**src/rtl/vic_pkg.sv**
```systemverilog
// Shared types and default constants for the vectored interrupt controller.
// No logic; the FSM state encoding and default vector layout live here.
// Imported by the controller top and its per-channel cell.
package vic_pkg;

    typedef enum logic [1:0] {
        IDLE     = 2'd0,
        DISPATCH = 2'd1,
        SERVICE  = 2'd2,
        RETURN   = 2'd3
    } vic_state_e;

    // Channel 0 vector and spacing between consecutive channel vectors.
    localparam logic [31:0] VIC_VEC_BASE   = 32'h0000_0180;
    localparam int          VIC_VEC_STRIDE = 8;
    localparam int          VIC_MAX_IRQ    = 16;

endpackage

```
**src/rtl/irq_sync_edge.sv**
```systemverilog
// One interrupt channel: 2-flop synchroniser plus pending cell (edge or level).
// Latency: request sampled at edges 1,2; pending visible after edge 3.
// No backpressure; a set coinciding with a clear wins so no event is lost.
module irq_sync_edge
    import vic_pkg::*;
#(
    parameter bit EDGE = 1'b1
) (
    input  logic clk,
    input  logic reset,
    input  logic irq_async_i,
    input  logic clr_i,
    output logic pending_o
);

    logic sync1_q;
    logic sync2_q;
    logic prev_q;
    logic pend_q;
    logic pend_d;
    logic set_w;

    // Edge channels latch a synchronised rising edge; level channels track the synchronised line.
    assign set_w = EDGE ? (sync2_q & ~prev_q) : sync2_q;

    // Next pending value: set has priority over clear; level channels ignore clear.
    always_comb begin
        pend_d = pend_q;
        if (EDGE) begin
            if (set_w) begin
                pend_d = 1'b1;
            end else if (clr_i) begin
                pend_d = 1'b0;
            end
        end else begin
            pend_d = sync2_q;
        end
    end

    // Synchroniser, edge-detect history and pending register.
    always_ff @(posedge clk or posedge reset) begin
        if (reset) begin
            sync1_q <= 1'b0;
            sync2_q <= 1'b0;
            prev_q  <= 1'b0;
            pend_q  <= 1'b0;
        end else begin
            sync1_q <= irq_async_i;
            sync2_q <= sync1_q;
            prev_q  <= sync2_q;
            pend_q  <= pend_d;
        end
    end

    assign pending_o = pend_q;

endmodule

```
**src/rtl/vectored_irq_ctrl.sv**
```systemverilog
// Vectored interrupt controller: pending/mask/priority, PC redirect to vector, EPC save, eret return.
// Latency: irq_in rising -> take_int in the cycle after the 4th clock edge when idle and unmasked.
// No backpressure; requests accumulate in pending while a channel is in service (no nesting).
module vectored_irq_ctrl
    import vic_pkg::*;
#(
    parameter int                   NUM_IRQ    = 4,
    parameter int                   AW         = 32,
    parameter logic [AW-1:0]        VEC_BASE   = AW'(VIC_VEC_BASE),
    parameter int                   VEC_STRIDE = VIC_VEC_STRIDE,
    parameter logic [NUM_IRQ-1:0]   EDGE_MASK  = {NUM_IRQ{1'b1}},
    parameter logic [NUM_IRQ-1:0]   MASK_RST   = {NUM_IRQ{1'b1}}
) (
    input  logic               clk,
    input  logic               reset,
    input  logic [NUM_IRQ-1:0] irq_in,
    input  logic               global_en,
    input  logic               mask_we,
    input  logic [NUM_IRQ-1:0] mask_wd,
    input  logic [AW-1:0]      pc_next,
    input  logic               eret,
    output logic               take_int,
    output logic [AW-1:0]      vec_addr,
    output logic               ret_take,
    output logic [AW-1:0]      epc_out,
    output logic [NUM_IRQ-1:0] int_ack,
    output logic               in_service,
    output logic [3:0]         cur_id,
    output logic [NUM_IRQ-1:0] mask_q,
    output logic [NUM_IRQ-1:0] pending_q
);

    localparam logic [AW-1:0] STRIDE_W = AW'(VEC_STRIDE);

    vic_state_e          state_q;
    vic_state_e          state_d;
    logic [3:0]          cur_id_q;
    logic [3:0]          cur_id_d;
    logic [AW-1:0]       epc_q;
    logic [NUM_IRQ-1:0]  pending_w;
    logic [NUM_IRQ-1:0]  eligible_w;
    logic [NUM_IRQ-1:0]  sel_w;
    logic [3:0]          winner_w;

    // One synchroniser/pending cell per channel; only edge channels honour the dispatch clear.
    for (genvar g = 0; g < NUM_IRQ; g++) begin : g_ch
        irq_sync_edge #(
            .EDGE (EDGE_MASK[g])
        ) u_cell (
            .clk         (clk),
            .reset       (reset),
            .irq_async_i (irq_in[g]),
            .clr_i       (sel_w[g]),
            .pending_o   (pending_w[g])
        );
    end

    assign eligible_w = pending_w & ~mask_q;

    // Lowest-index eligible channel wins; scan downward so the last assignment is the lowest.
    always_comb begin
        winner_w = 4'd0;
        for (int i = NUM_IRQ - 1; i >= 0; i--) begin
            if (eligible_w[i]) begin
                winner_w = 4'(i);
            end
        end
    end

    // One-hot of the channel being dispatched; drives both the ack and the pending clear.
    always_comb begin
        sel_w = '0;
        for (int i = 0; i < NUM_IRQ; i++) begin
            sel_w[i] = (state_q == DISPATCH) && (cur_id_q == 4'(i));
        end
    end

    // Next-state logic; the winner is frozen on entry to DISPATCH so later mask changes cannot cancel it.
    always_comb begin
        state_d  = state_q;
        cur_id_d = cur_id_q;
        case (state_q)
            IDLE: begin
                if (global_en && (|eligible_w)) begin
                    cur_id_d = winner_w;
                    state_d  = DISPATCH;
                end
            end
            DISPATCH: state_d = SERVICE;
            SERVICE: begin
                if (eret) begin
                    state_d = RETURN;
                end
            end
            RETURN:   state_d = IDLE;
            default:  state_d = IDLE;
        endcase
    end

    // State, serviced-channel index, EPC capture on DISPATCH exit, and mask register.
    always_ff @(posedge clk or posedge reset) begin
        if (reset) begin
            state_q  <= IDLE;
            cur_id_q <= 4'd0;
            epc_q    <= '0;
            mask_q   <= MASK_RST;
        end else begin
            state_q  <= state_d;
            cur_id_q <= cur_id_d;
            if (state_q == DISPATCH) begin
                epc_q <= pc_next;
            end
            if (mask_we) begin
                mask_q <= mask_wd;
            end
        end
    end

    assign take_int   = (state_q == DISPATCH);
    assign ret_take   = (state_q == RETURN);
    assign in_service = (state_q == DISPATCH) || (state_q == SERVICE);
    assign int_ack    = sel_w;
    assign cur_id     = cur_id_q;
    assign epc_out    = epc_q;
    assign pending_q  = pending_w;
    assign vec_addr   = VEC_BASE + (AW'(cur_id_q) * STRIDE_W);

endmodule

```
**config.mk**
```make
export PLATFORM = sky130hd
export DESIGN_NAME = vectored_irq_ctrl
export DESIGN_NICKNAME = d
export VERILOG_FILES = /design/src/rtl/vic_pkg.sv /design/src/rtl/irq_sync_edge.sv /design/src/rtl/vectored_irq_ctrl.sv
export SDC_FILE = /design/constraint.sdc
export NUM_CORES = 1
export LEC_CHECK = 0
export CORE_UTILIZATION = 44
export CTS_BUF_LIST = sky130_fd_sc_hd__clkbuf_8
export CTS_CLUSTER_DIAMETER = 80
export DETAILED_ROUTE_END_ITERATION = 7
export MAX_ROUTING_LAYER = met4
export PLACE_DENSITY = 0.95
export SYNTH_ARGS = -nofsm -noshare
export SYNTH_HDL_FRONTEND = slang
export SYNTH_SLANG_ARGS = --single-unit
```
**constraint.sdc**
```tcl
create_clock -name clk -period 4.1 [get_ports clk]
set_clock_uncertainty 0.15 [all_clocks]
set_input_delay 0.41 -clock clk [delete_from_list [all_inputs] [get_ports clk]]
set_output_delay 0.41 -clock clk [all_outputs]
set_load 0.05 [all_outputs]
```
# Yosys cells after proc, flatten, opt, wreduce, memory -nomap -nowiden

Index checks and enable logic that the tools add are counted.

Word-level logic and storage cells: 69
Input bits: 45
Bits in registers: 58
Output and inout bits: 83

Equality and inequality tests: 8
Bitwise logic cells: 10
Add/sub/neg operators: 1
Multiplexer cells: 15
Reduce and logical (&&, ||, !) cells: 15

Operators by type and width:

| operator                                                              | count |
|---|---|
| 4-bit 2-to-1 mux                                                      | 3 |
| 9-bit by 7-bit adder with 10-bit output, first input constant         | 1 |
| 4-bit by 2-bit equality test with 1-bit output, second input constant | 2 |
| 1-bit 2-to-1 mux                                                      | 8 |
| 2-bit case mux with 4 select lines                                    | 1 |
| 2-bit nonzero test                                                    | 4 |
| 2-bit 2-to-1 mux                                                      | 3 |
| 1-bit logical AND                                                     | 5 |
| 1-bit bitwise AND                                                     | 4 |
| 4-bit bitwise AND                                                     | 1 |
| 2-bit equality test, second input constant                            | 2 |
| 4-bit by 1-bit equality test with 1-bit output, second input constant | 1 |
| 4-bit zero test                                                       | 1 |
| 2-bit != test, second input constant                                  | 2 |
| 1-bit inverter                                                        | 4 |
| 4-bit inverter                                                        | 1 |
| 2-bit AND reduction                                                   | 2 |
| 4-bit OR reduction                                                    | 1 |
| 2-bit by 1-bit equality test with 1-bit output, second input constant | 1 |
| 2-bit zero test                                                       | 1 |
| 1-bit logical OR                                                      | 1 |

# Longest topological paths before layout

Gate-level depths: netlist of the first run.

Depth in word-level cells: 6
Mapped depth: 7
Depth with buffers taken out: 5

# Hierarchy

From an unflattened synthesis of the first run, not the netlist that was laid out.

Cells, all modules: 179
Area total of the unflattened synthesis: 2412.3 um^2

By module, submodules not included:

| module            | instances | area each (um^2) | sequential area each (um^2) | cells an instance |
|---|---|---|---|---|
| vectored_irq_ctrl | 1         | 1916.8           | 1006.0                      | 147 |
| irq_sync_edge     | 4         | 123.9            | 100.1                       | 8 |

# Least setup slack after synthesis of the first run

OpenSTA, ideal clock, no wires.

Kind: register to output
Start point: register state_q[1]
End point: output port int_ack[2]
Slack: 1.684 ns
Data arrival time: 1.856 ns
Required time: 3.540 ns
Stages on the path, launching flop included: 8
Buffers on the path: 3
Path through: dfrtp_1 -> inv_1 -> ha_1 -> clkbuf_1 -> buf_2 -> nand2_1 -> nor2_1 -> buf_4

Longest elaborated chain between the ends: 2

RTL lines:

| element                                        | line                     | source |
|---|---|---|
| start, declared                                | vectored_irq_ctrl.sv:35  | `vic_state_e state_q;` |
| start signal, assigned                         | vectored_irq_ctrl.sv:108 | `state_q <= state_d;` |
| 2-bit by 1-bit equality test with 1-bit output | -                        |  |
| net take_int                                   | vectored_irq_ctrl.sv:22  | `output logic take_int,` |
| 1-bit logical AND                              | vectored_irq_ctrl.sv:74  | `sel_w[i] = (state_q == DISPATCH) && (cur_id_q == 4'(i));` |
| end, declared                                  | vectored_irq_ctrl.sv:26  | `output logic [NUM_IRQ-1:0] int_ack,` |

The timed path passes the listed nets, and every way through them passes these cells.

# Worst setup path in the final report of the first run

Start point: register state_q[1]
End point: output port int_ack[0]

Longest elaborated chain between the ends: 2

RTL lines:

| element                                        | line |
|---|---|
| 2-bit by 1-bit equality test with 1-bit output | vectored_irq_ctrl.sv:74 |
| 1-bit logical AND                              | vectored_irq_ctrl.sv:74 |

Every way passes these cells.

==> metrics.md, run 1 <==
| Metric | Value |
|---|---|
| Outcome | `complete, no violations` |
| Crit path cell chain | `inv_1 > ha_2 > nor3b_1 > clkdlybuf4s50_1` |
| Area contributors post-synth | `dfrtp_1 53%, mux2_1 17%, buf_4 13%` |
| Total die area | `5840 um^2` |
| Average size of a mapped cell | `13.4 um^2` |
| CP max-delay cell | `clkdlybuf4s50_1` |
| PwrDens | `893 nW/um^2` |
| Max Fclk | `345 MHz` |
| WS Path Type | `reg2out` |
| Die height | `76.4 um` |
| DRC | `0` |
| Yosys top cell area share | `0.534` |
| Sequential area share after synthesis | `0.577` |
| Cell Rows | `26` |
| Post-CTS setup buffer count | `0` |
| # port buffers | `95` |
| Clk_lat worst skew | `0.30 ns` |
| DIE WIDTH | `76.4 um` |
| First-pass GRT wire length | `7.43 mm` |
| Final Hold Violating Endpoints | `0` |
| Syn Std Cell Area | `2440 um^2` |
| FILL cells | `412` |
| Fraction of layout cells with a size suffix above 1 | `0.0630` |
| Cts hold-fix bufs | `0` |
| Starting density of the core | `0.468` |
| TritonCTS clock tree | `built` |
| Reg2reg path depth | `4` |
| Synth area leader | `dfrtp_1` |
| Arrival time worst endpoint | `2.34 ns` |
| CP Max Fanout | `12` |
| Rel. slew slack | `0.257` |
| Post-synth top cells | `52 x dfrtp_1, 42 x buf_4, 36 x mux2_1, 10 x inv_1` |
| Number of global-route vias before repair | `1583` |
| Pre-antenna DRT Iters | `4` |
| Synth Flop Type | `dfrtp_1` |
| Tcrit/Tclk final | `0.706` |
| WP buf/inv | `2` |
| RSZ-0062 raised after global routing | `false` |
| VDD IR max | `645 uV` |
| CTS Root Cell | `clkbuf_8` |
| Non-Filler Instances | `340` |
| Fin Setup TNS | `0 ns` |
| Total of max-cap violations | `0` |
| Layout Nets | `318` |
| Critical path endpoint category | `output port` |
| Min Tclk post-route | `2.90 ns` |
| Largest stage delay on the critical path | `0.86 ns` |
| Initial antenna violation count | `0` |
| Worst hold slack | `0.205 ns` |
| Core area | `5200 um^2` |
| DP HPWL | `3.45 mm` |
| ANT nets after route | `0` |
| FFs w/ async S/R, synth | `1.00` |
| EDFF count, synth | `0` |
| Mapped Cells | `182` |
| Routed len/inst | `13.3 um` |
| Placed cells | `332` |
| Detailed Route Iter0 Violations | `35` |
| Startpoint Class | `register` |
| Yosys cell types | `26` |
| Clock Path Buffers | `2` |
| Worst-path clk slew | `0.09 ns` |
| Area delta synth->final | `37.8%` |
| Routed WL | `4.54 mm` |
| Slew Viols, Final | `0` |
| Top-count cell post-synth | `dfrtp_1` |
| Setup violators final | `0` |
| WHS Path Cells | `0` |
| Pin count of the biggest net entering global routing | `57` |
| Syn. warnings | `0` |
| Placer Congestion | `0.698` |
| Hold crit path type | `reg2reg` |
| Clock sink count | `56` |
| CP Data Required Time | `3.54 ns` |
| Measured slew at the worst slew-check pin | `1.11 ns` |
| CP delay by family, top | `buffers and inverters` |
| Leakage power | `1.49 nW` |
| Post-cts repair resize count | `0` |
| Tot GR Track Use | `0.169` |
| Via Count | `1482` |
| Vias per cell | `4.36` |
| N_diodes | `0` |
| Critical Path Stages | `4` |
| Num ports | `128` |
| Total congestion overflow | `0` |
| CTS buffer count | `5` |
| H-Tree Level Count | `2` |
| Seq cells post-synth | `56` |
==> logic make-up (layout without fill, tap and decap cells) <==
logic type,Yosys count,after routing,synth area share
DFF,56,56,0.577
buffers and inverters,56,114,0.152
muxes,37,37,0.172
and+or+nand+nor,15,15,0.0370
AOI/OAI and AO/OA,12,12,0.0375
adders and majority gates,4,4,0.0205
other,2,32,0.00308
==> path summary, 6_finish.rpt <==
check                                  startpoint                endpoint  slack [ns]
setup / recovery                       state_q[1]              int_ack[0]        1.20
hold / removal             g_ch[3].u_cell.sync1_q  g_ch[3].u_cell.sync2_q        0.21
setup reg to reg                       state_q[1]              epc_out[8]        2.19
hold reg to reg            g_ch[3].u_cell.sync1_q  g_ch[3].u_cell.sync2_q        0.21
max in group asynchronous                   reset               cur_id[1]        2.56
min in group asynchronous                   reset             epc_out[24]        0.57
==> per-layer routing <==
layer  vias up  GRT usage  wire (um)
met5         -          -          0
met4         0     0.0404         21
met3         4     0.0527        275
met2        74      0.281       2330
met1       701      0.199       1910
li1        703          -          -
==> power breakdown <==
group	switching [mW]	internal, mW	total, mW
logic	1.18	0.625	1.80
clock network	0.168	0.135	0.303
registers	0.129	0.765	0.894
total	1.47	1.52	3.00
==> cell usage in the layout, fill, tap and decap left out, types with 3 or more instances in the layout <==
| master | Yosys | routed |
|---|---|---|
| clkbuf_8 | 0 | 6 |
| mux2_1 | 36 | 36 |
| conb_1 | 2 | 32 |
| nor2b_1 | 4 | 4 |
| dfrtp_1 | 52 | 52 |
| inv_1 | 10 | 10 |
| ha_1 | 4 | 3 |
| o22ai_1 | 3 | 3 |
| nor2_1 | 4 | 4 |
| clkdlybuf4s50_1 | 0 | 95 |
| dfstp_2 | 4 | 4 |
==> cell type report <==
type                    count  area [um^2]  area share
repair buffers             96          958       0.285
multi-input cells         100          774       0.231
inverters                  10         37.5      0.0112
flip-flops and latches     56         1410       0.419
clock buffers               6         82.6      0.0246
well taps                  70         87.6      0.0261
clock inverters             2         11.3     0.00335
==> stage by stage <==
stage	power, mW	utilization	worst slack, ns	cell area (um^2)
final	3.00	0.645	1.20	3360
after global routing	3.13	0.645	1.06	3360
after CTS	3.03	0.645	1.15	3360
after detailed placement	2.72	0.627	1.50	3260
after global placement	2.68	0.627	1.59	3260
after floorplan	2.19	-	1.68	2550
==> sequential cells by signal (all words and copies together) (netlist names) <==
register	count
epc_out	32
state_q	2
g_ch.u_cell.prev_q	4
g_ch.u_cell.pending_o	4
g_ch.u_cell.sync1_q	4
mask_q	4
g_ch.u_cell.sync2_q	4
cur_id	2
Power figures use the tool's default switching activity.
==> run 2, diff against run 1 <==
CORE_UTILIZATION = 41   (was 44)
PLACE_DENSITY = 0.91   (was 0.95)
clock period = 2.7 ns   (was 4.1 ns; I/O delays follow)
==> run 2 against run 1 <==
Compared with the run above:
- routed wire length grew 2.4%
- critical path type unchanged
- largest cell class unchanged
- highest routed layer unchanged
- cell area rose by 1.4%
- global-route usage decreased by 0.60 points
==> metrics.md, run 2 (synthesis results as in run 1) <==
| Metric | Value |
|---|---|
| Worst hold slack | `0.111 ns` |
| Placer Congestion | `0.733` |
| Total die area | `6260 um^2` |
| CP Max Fanout | `4` |
| PwrDens | `1330 nW/um^2` |
| FILL cells | `476` |
| Detailed Route Iter0 Violations | `42` |
| Clock power frac | `0.095` |
| # port buffers | `95` |
| Total congestion overflow | `0` |
| Max FFs per register | `32` |
| Starting density of the core | `0.435` |
| Most common cell after layout, fill and taps aside | `clkdlybuf4s50_1` |
| Cell Rows | `27` |
| CTS buffer count | `5` |
| Tcrit/Tclk final | `0.860` |
| Clock Path Buffers | `2` |
| Die height | `79.1 um` |
| Psw | `2.23 mW` |
| Most frequent cells in the layout | `90 x clkdlybuf4s50_1, 52 x dfrtp_1, 36 x mux2_1` |
| Fraction of layout cells with a size suffix above 1 | `0.0846` |
| Measured slew at the worst slew-check pin | `0.517 ns` |
| CTS Root Cell | `clkbuf_8` |
| DP HPWL | `3.59 mm` |
| Worst-path clk slew | `0.10 ns` |
| Area delta synth->final | `39.7%` |
| CP delay by family, top | `buffers and inverters` |
| Layout Nets | `320` |
| WS Path Type | `reg2out` |
| Slew Viols, Final | `0` |
| Arrival time worst endpoint | `1.90 ns` |
| Cts hold-fix bufs | `0` |
| Min Tclk post-route | `2.32 ns` |
| WP buf/inv | `2` |
| Crit path cell chain | `inv_1 > ha_1 > clkdlybuf4s50_1` |
| DRC | `0` |
| Largest stage delay on the critical path | `0.80 ns` |
| Outcome | `complete, no violations` |
| Total of max-cap violations | `0` |
| Via Count | `1538` |
| Combinational share of power | `0.606` |
| H-Tree Level Count | `2` |
| ANT nets after route | `0` |
| Tot GR Track Use | `0.163` |
| DIE WIDTH | `79.1 um` |
| CP Data Required Time | `2.28 ns` |
| Sw Share | `0.492` |
| Power Internal | `2.31 mW` |
| Num ports | `128` |
| First-pass GRT wire length | `7.50 mm` |
| Placed cells | `336` |
| Initial antenna violation count | `0` |
| Final Hold Violating Endpoints | `0` |
| Vias per cell | `4.47` |
| Rel. slew slack | `0.655` |
| Reg power frac | `0.300` |
| Pre-antenna DRT Iters | `4` |
| Pin count of the biggest net entering global routing | `37` |
| Number of global-route vias before repair | `1590` |
| Core area | `5610 um^2` |
| Routed len/inst | `13.5 um` |
| CP max-delay cell | `clkdlybuf4s50_1` |
| Setup violators final | `0` |
| Startpoint Class | `register` |
| Hold crit path type | `in2async` |
| Fin Setup TNS | `0 ns` |
| Leakage power | `1.52 nW` |
| N_diodes | `0` |
| Clk_lat worst skew | `0.30 ns` |
| Post-cts repair resize count | `0` |
| Clock sink count | `56` |
| Non-Filler Instances | `344` |
| Post-CTS setup buffer count | `0` |
| RSZ-0062 raised after global routing | `false` |
| Routed WL | `4.65 mm` |
| Setup ws final | `0.377 ns` |
| Setup slack after placement | `0.701 ns` |
| TritonCTS clock tree | `built` |
| Max Fclk | `431 MHz` |
| VDD IR max | `780 uV` |
| Critical path endpoint category | `output port` |
run 2: cell count changes in the layout (fill, tap and decap cells not counted):
cell	change
buf_12	+4
buf_4	+3
clkbuf_8	-1
clkdlybuf4s50_1	-5
clkinv_4	+1
clkinvlp_4	-1
inv_1	+1
run 2: cell type report:
| class | instances | area, um^2 | share of cell area |
|---|---|---|---|
| sequential | 56 | 1410 | 0.413 |
| timing repair buffer | 98 | 1010 | 0.297 |
| multi-input combinational | 100 | 774 | 0.227 |
| tap | 72 | 90.1 | 0.0265 |
| clock buffer | 5 | 68.8 | 0.0202 |
| inverter | 10 | 37.5 | 0.0110 |
| clock inverter | 3 | 16.3 | 0.00478 |
run 2: path summary, 6_finish.rpt:
kind,slack [ns],cells past startpoint,start,to
worst min register to register,0.20,0,g_ch[1].u_cell.sync1_q,g_ch[1].u_cell.sync2_q
worst max register to register,0.91,5,state_q[1],g_ch[1].u_cell.pending_o
worst min-delay path,0.11,2,reset,epc_out[1]
worst max-delay path,0.38,3,state_q[0],in_service
min in group clk,0.20,0,g_ch[1].u_cell.sync1_q,g_ch[1].u_cell.sync2_q
max in group asynchronous,1.62,3,reset,mask_q[2]
run 2: through the flow:
stage,cell area (um^2),power (mW),util
floorplan,2550,3.32,-
global placement,3320,4.09,0.592
detailed placement,3320,4.15,0.592
CTS,3400,4.59,0.607
global route,3400,4.77,0.607
finish,3400,4.54,0.607
run 2: per-layer routing:
layer  vias to the layer above  global-route usage  share of wire  routed length [um]
li1                        709                   -              -                   -
met1                       742               0.183           0.42                1940
met2                        82               0.278           0.50                2340
met3                         5              0.0517          0.068                 317
met4                         0              0.0436          0.011                  49
met5                         -                   -              0                   0
run 2: power by group through the flow:
stage          logic [mW]  clock network (mW)  registers [mW]
2_1_floorplan        1.04                   0            2.28
3_3_place_gp         2.73                   0            1.36
3_5_place_dp         2.77                   0            1.37
4_1_cts              2.78               0.450            1.36
5_1_grt              2.88               0.488            1.40
6_report             2.75               0.429            1.36
